--- src/rtl/alu_pkg.sv ---
// Shared opcode encodings for the single-bit ALU slice.
package alu_pkg;

  typedef logic [1:0] alu_op_t;

  localparam alu_op_t OP_AND = 2'b00;
  localparam alu_op_t OP_OR  = 2'b01;
  localparam alu_op_t OP_XOR = 2'b10;
  localparam alu_op_t OP_ADD = 2'b11;

endpackage

--- src/rtl/one_bit_alu_if.sv ---
// Operand/result bundle for one_bit_alu.
// Handshake: valid-only. A transfer occurs at every rising clk edge where
// in_valid=1, with no ready. out_valid marks the single cycle holding a fresh result.
interface one_bit_alu_if;
  import alu_pkg::*;

  logic    in_valid;
  logic    a;
  logic    b;
  logic    cin;
  alu_op_t sel;
  logic    out;
  logic    cout;
  logic    out_valid;

  modport master (
    output in_valid, a, b, cin, sel,
    input  out, cout, out_valid
  );

  modport slave (
    input  in_valid, a, b, cin, sel,
    output out, cout, out_valid
  );

endinterface

--- src/rtl/one_bit_full_adder.sv ---
// Combinational single-bit full adder used by the ALU ADD opcode.
module one_bit_full_adder (
    input  logic a,
    input  logic b,
    input  logic cin,
    output logic sum,
    output logic cout
);

    assign sum  = a ^ b ^ cin;
    assign cout = (a & b) | (a & cin) | (b & cin);

endmodule

--- src/rtl/one_bit_alu.sv ---
// Registered single-bit ALU slice: AND/OR/XOR/ADD with one-cycle latency.
// Carry-in/carry-out allow slices to be cascaded into wider datapaths.
module one_bit_alu
    import alu_pkg::*;
#(
    parameter logic RESET_OUT = 1'b0
) (
    input  logic          clk,
    input  logic          rst_n,
    one_bit_alu_if.slave  bus
);

    logic add_sum;
    logic add_cout;
    logic res_out;
    logic res_cout;
    logic out_q;
    logic cout_q;
    logic valid_q;

    one_bit_full_adder u_fa (
        .a    (bus.a),
        .b    (bus.b),
        .cin  (bus.cin),
        .sum  (add_sum),
        .cout (add_cout)
    );

    // cin only reaches the result through the adder, so logic ops ignore it.
    always_comb begin
        res_out  = 1'b0;
        res_cout = 1'b0;
        case (bus.sel)
            OP_AND: res_out = bus.a & bus.b;
            OP_OR:  res_out = bus.a | bus.b;
            OP_XOR: res_out = bus.a ^ bus.b;
            OP_ADD: begin
                res_out  = add_sum;
                res_cout = add_cout;
            end
            default: begin
                res_out  = 1'b0;
                res_cout = 1'b0;
            end
        endcase
    end

    always_ff @(posedge clk) begin
        if (!rst_n) begin
            out_q   <= RESET_OUT;
            cout_q  <= 1'b0;
            valid_q <= 1'b0;
        end else begin
            valid_q <= bus.in_valid;
            if (bus.in_valid) begin
                out_q  <= res_out;
                cout_q <= res_cout;
            end
        end
    end

    assign bus.out       = out_q;
    assign bus.cout      = cout_q;
    assign bus.out_valid = valid_q;

endmodule

--- src/flat_wrapper.sv ---
// flat-port wrapper written by rule: the top's interface ports become plain ports
module one_bit_alu_flat import alu_pkg::*;
#(
    parameter logic RESET_OUT = 1'b0
)
  (clk, rst_n, bus_in_valid, bus_a, bus_b, bus_cin, bus_sel, bus_out, bus_cout, bus_out_valid);
  one_bit_alu_if bus_i ();
  input  logic clk;
  input  logic rst_n;
  input wire logic [$bits(bus_i.in_valid)-1:0] bus_in_valid;
  input wire logic [$bits(bus_i.a)-1:0] bus_a;
  input wire logic [$bits(bus_i.b)-1:0] bus_b;
  input wire logic [$bits(bus_i.cin)-1:0] bus_cin;
  input wire logic [$bits(bus_i.sel)-1:0] bus_sel;
  output wire logic [$bits(bus_i.out)-1:0] bus_out;
  output wire logic [$bits(bus_i.cout)-1:0] bus_cout;
  output wire logic [$bits(bus_i.out_valid)-1:0] bus_out_valid;
  assign bus_i.in_valid = bus_in_valid;
  assign bus_i.a = bus_a;
  assign bus_i.b = bus_b;
  assign bus_i.cin = bus_cin;
  assign bus_i.sel = bus_sel;
  assign bus_out = bus_i.out;
  assign bus_cout = bus_i.cout;
  assign bus_out_valid = bus_i.out_valid;
  one_bit_alu #(.RESET_OUT(RESET_OUT)) u_core (.clk(clk), .rst_n(rst_n), .bus(bus_i));
endmodule
--- config.mk ---
export PLATFORM = sky130hd
export DESIGN_NAME = one_bit_alu_flat
export DESIGN_NICKNAME = d
export VERILOG_FILES = /design/src/rtl/alu_pkg.sv /design/src/rtl/one_bit_alu_if.sv /design/src/rtl/one_bit_full_adder.sv /design/src/rtl/one_bit_alu.sv /design/src/flat_wrapper.sv
export SDC_FILE = /design/constraint.sdc
export NUM_CORES = 1
export LEC_CHECK = 0
export CORE_AREA = 2 2 39 41
export CTS_CLUSTER_DIAMETER = 50
export DETAILED_ROUTE_END_ITERATION = 8
export DIE_AREA = 0 0 41 43
export GPL_TIMING_DRIVEN = 0
export SLEW_MARGIN = 10
export SYNTH_ARGS = -nofsm -noshare
export SYNTH_HDL_FRONTEND = slang
export SYNTH_HIERARCHICAL = 1
export SYNTH_SLANG_ARGS = --single-unit
--- constraint.sdc ---
create_clock -name clk -period 4.05 [get_ports clk]
set_clock_uncertainty 0.1 [all_clocks]
set_input_delay 1.215 -clock clk [delete_from_list [all_inputs] [get_ports clk]]
set_output_delay 1.215 -clock clk [all_outputs]
set_load 0.005 [all_outputs]
==> results of run 1 <==
==> kinds of logic (layout without fill, tap and decap cells) <==
| logic type | after synthesis | count (layout) | share of synthesized area, % |
|---|---|---|---|
| DFF | 3 | 3 | 32.2 |
| buffers and inverters | 5 | 19 | 10.1 |
| and+or+nand+nor | 3 | 3 | 10.1 |
| adders and majority gates | 3 | 3 | 24.2 |
| muxes | 1 | 1 | 12.1 |
| AOI/OAI and AO/OA | 3 | 3 | 11.4 |
==> synth_stat cells, drive strengths merged <==
master,number,area share [%]
inv,5,10
fa,1,11
nand4,1,3.4
ha,2,13
a21boi,1,4.0
and2,1,3.4
o21ai,1,2.7
a21oi,1,4.7
dfxtp,3,32
nand2b,1,3.4
mux4,1,12
==> routing by layer <==
metal,global-route usage [%],wire (microns),vias to the layer above
met2,7.50,199,7
met4,8.00,0,0
met1,5.47,151,81
met3,3.14,29,0
met5,0,0,-
li1,-,-,87
==> report_power, final <==
group	switching (mW)	internal (mW)	total (mW)
Sequential	0.000609	0.0314	0.0320
Combinational	0.00710	0.0137	0.0208
Clock	0.0148	0.0369	0.0517
==> path summary, 6_finish.rpt <==
kind / cells after the start / slack, ns / end
setup reg to reg: 2 / 3.30 / u_core/bus.out
setup / recovery: 5 / 1.26 / u_core/bus.out
hold reg to reg: 2 / 0.38 / u_core/bus.cout
hold / removal: 2 / 0.38 / u_core/bus.cout
==> layout make-up <==
class | instances | share of cell area, %
multi-input combinational | 10 | 32.3
timing repair buffer | 10 | 30.1
sequential | 3 | 18.0
clock buffer | 4 | 7.89
tap | 16 | 6.02
inverter | 5 | 5.64
==> registers in the layout (all words and copies together) (netlist names) <==
register              count
u_core/bus.cout           1
u_core/bus.out            1
u_core/bus.out_valid      1
==> tightest hold or removal path, delay by kind of cell, from the launching register on <==
| kind | cells | cell delay [ns] |
|---|---|---|
| flip-flops | 1 | 0.30 |
| AO/OA/AOI/OAI | 1 | 0.07 |
| AND/OR/NAND/NOR | 1 | 0.06 |
==> per-stage QoR <==
stage / hold WS [ns] / setup slack, ns / power [mW] / cell area, sq um / utilization, %
floorplan: 0.370 / 1.53 / 0.0402 / 186 / -
CTS: 0.385 / 1.26 / 0.108 / 333 / 24.1
detailed placement: 0.377 / 1.01 / 0.0535 / 307 / 22.2
finish: 0.384 / 1.26 / 0.104 / 333 / 24.1
global placement: 0.375 / 1.02 / 0.0529 / 307 / 22.2
global route: 0.416 / 1.22 / 0.117 / 333 / 24.1
==> qor.csv, run 1 <==
stage;metric;value;unit
place;PortBufs;10;
clock_tree;Post-CTS Resized;0;
clock_tree;clk slew on worst S/H paths;0.04;ns
sta;min cycle time layout;2.79;ns
drt;Iteration-0 DRC Markers;0;
cells_and_area;Layout area overhead;78.5;%
grt;largest net degree at the start of global routing;6;
synthesis;Cell Area, Synth;186;sq um
cells_and_area;multi-input logic area;108;sq um
floorplan;Starting Density;13.5;%
sta;Final Setup Violations;0;
sta;Setup TNS Final;0;ns
critical_path;R2R Path Start;u_core/bus.out;
floorplan;Top-Level Pins;11;
critical_path;Crit. Startpoint;bus_a;
place;placed wire-length estimate;321;microns
grt;first-pass GRT wire length;634;microns
drt;Via density;3.65;
min_path;worst min-delay path startpoint;u_core/bus.cout;
critical_path;Worst Path Max Fanout;3;
grt;vias in the first global route;178;
min_path;min-delay worst type;flop to flop;
synthesis;sequential area share after synthesis;32.2;%
sta;final worst-path cycle share;69.0;%
drt;DRT antenna net count;0;
drt;via count;175;
sta;Slew headroom;85.8;%
power;Pwr Density;314;mW/mm^2
cells_and_area;most common cell after layout, fill and taps aside;clkdlybuf4s50_1;
cells_and_area;fin nets;44;
sta;Max Freq;358;MHz
grt;GRT Resource Usage Total;5.92;%
cells_and_area;Filler cells;170;
clock_tree;CTS max path bufs;2;
synthesis;cells after synthesis;18;
clock_tree;CTS HTree Levels;1;
cells_and_area;most frequent cells in the layout;clkdlybuf4s50_1, inv_1, clkbuf_4, dfxtp_1, ha_1;
critical_path;Largest stage delay, worst path;0.55;ns
clock_tree;Hold-fix buffers, CTS;0;
critical_path;worst path arrival time;2.86;ns
sta;worst slew pin tran;0.210;ns
clock_tree;TritonCTS buffer count;3;
critical_path;CP delay by family, top;adder cells;
job;number of max-cap violations;0;
synthesis;Warnings, synthesis;6;
clock_tree;Root Buffer;clkbuf_4;
cells_and_area;final cell count without fillers;48;
clock_tree;CTS tree;done;
critical_path;Worst EP required;4.12;ns
floorplan;Die H;43;microns
floorplan;Die Area;0.00176;sq mm
synthesis;Post-Synthesis Net Count;29;
drt;Avg WL per Cell;7.92;microns
cells_and_area;layout cells sized above 1;15.6;%
place;RD Place Congestion;0.654;
status;status;completed;
sta;Max Slew Vio Count;0;
floorplan;Die W;41;microns
place;Post-Place Cells;44;
floorplan;Core ar.;0.00138;sq mm
critical_path;slowest CP cell;fa_1;
clock_tree;post-CTS setup buffers;0;
critical_path;WS Path Type;input port to flop;
critical_path;critical path, cell by cell;clkdlybuf4s50_1 > fa_1 > inv_1 > mux4_2 > a21oi_2;
drt;Pre-antenna DRT Iters;1;
drt;DRC errors left;0;
cells_and_area;Seq. cell area;60.1;sq um
sta;RSZ-0062 raised after global routing;no;
clock_tree;worst-skew pair later-pin latency;0.23;ns
synthesis;synth unique cells;11;
critical_path;startpoint types;input port;
power;P_leak;0.140;nW
grt;initial antenna violation count;0;
clock_tree;CTS Sinks;3;
critical_path;critical path buffer and inverter count;2;
drt;drt total wl;380;microns
floorplan;row cnt;14;
synthesis;Yosys reg bits;3;
power;Max VDD drop;80.2;uV
synthesis;mean post-synth cell area;10.4;sq um
critical_path;Crit. End Element;flop;
cells_and_area;# diodes;0;
grt;GRT overflow;0;
sta;Final Hold Violating Endpoints;0;
No activity file was read; power rests on OpenSTA's default activity.
==> inputs of run 2 (changes only) <==
==> constraint.sdc (replaced) <==
create_clock -name clk -period 2.6 [get_ports clk]
set_clock_uncertainty 0.1 [all_clocks]
set_input_delay 0.78 -clock clk [delete_from_list [all_inputs] [get_ports clk]]
set_output_delay 0.78 -clock clk [all_outputs]
set_load 0.005 [all_outputs]
==> results of run 2 <==
The final DEF is identical to that of run 1. Status: completed.
Main changes from that run: setup slack after placement 1.01 ns -> -0.00592 ns; setup slack after layout 1.26 ns -> 0.240 ns; register-to-register setup slack 3.30 ns -> 1.85 ns; total power 0.104 mW -> 0.163 mW; worst IR drop on VDD 80.2 uV -> 125 uV
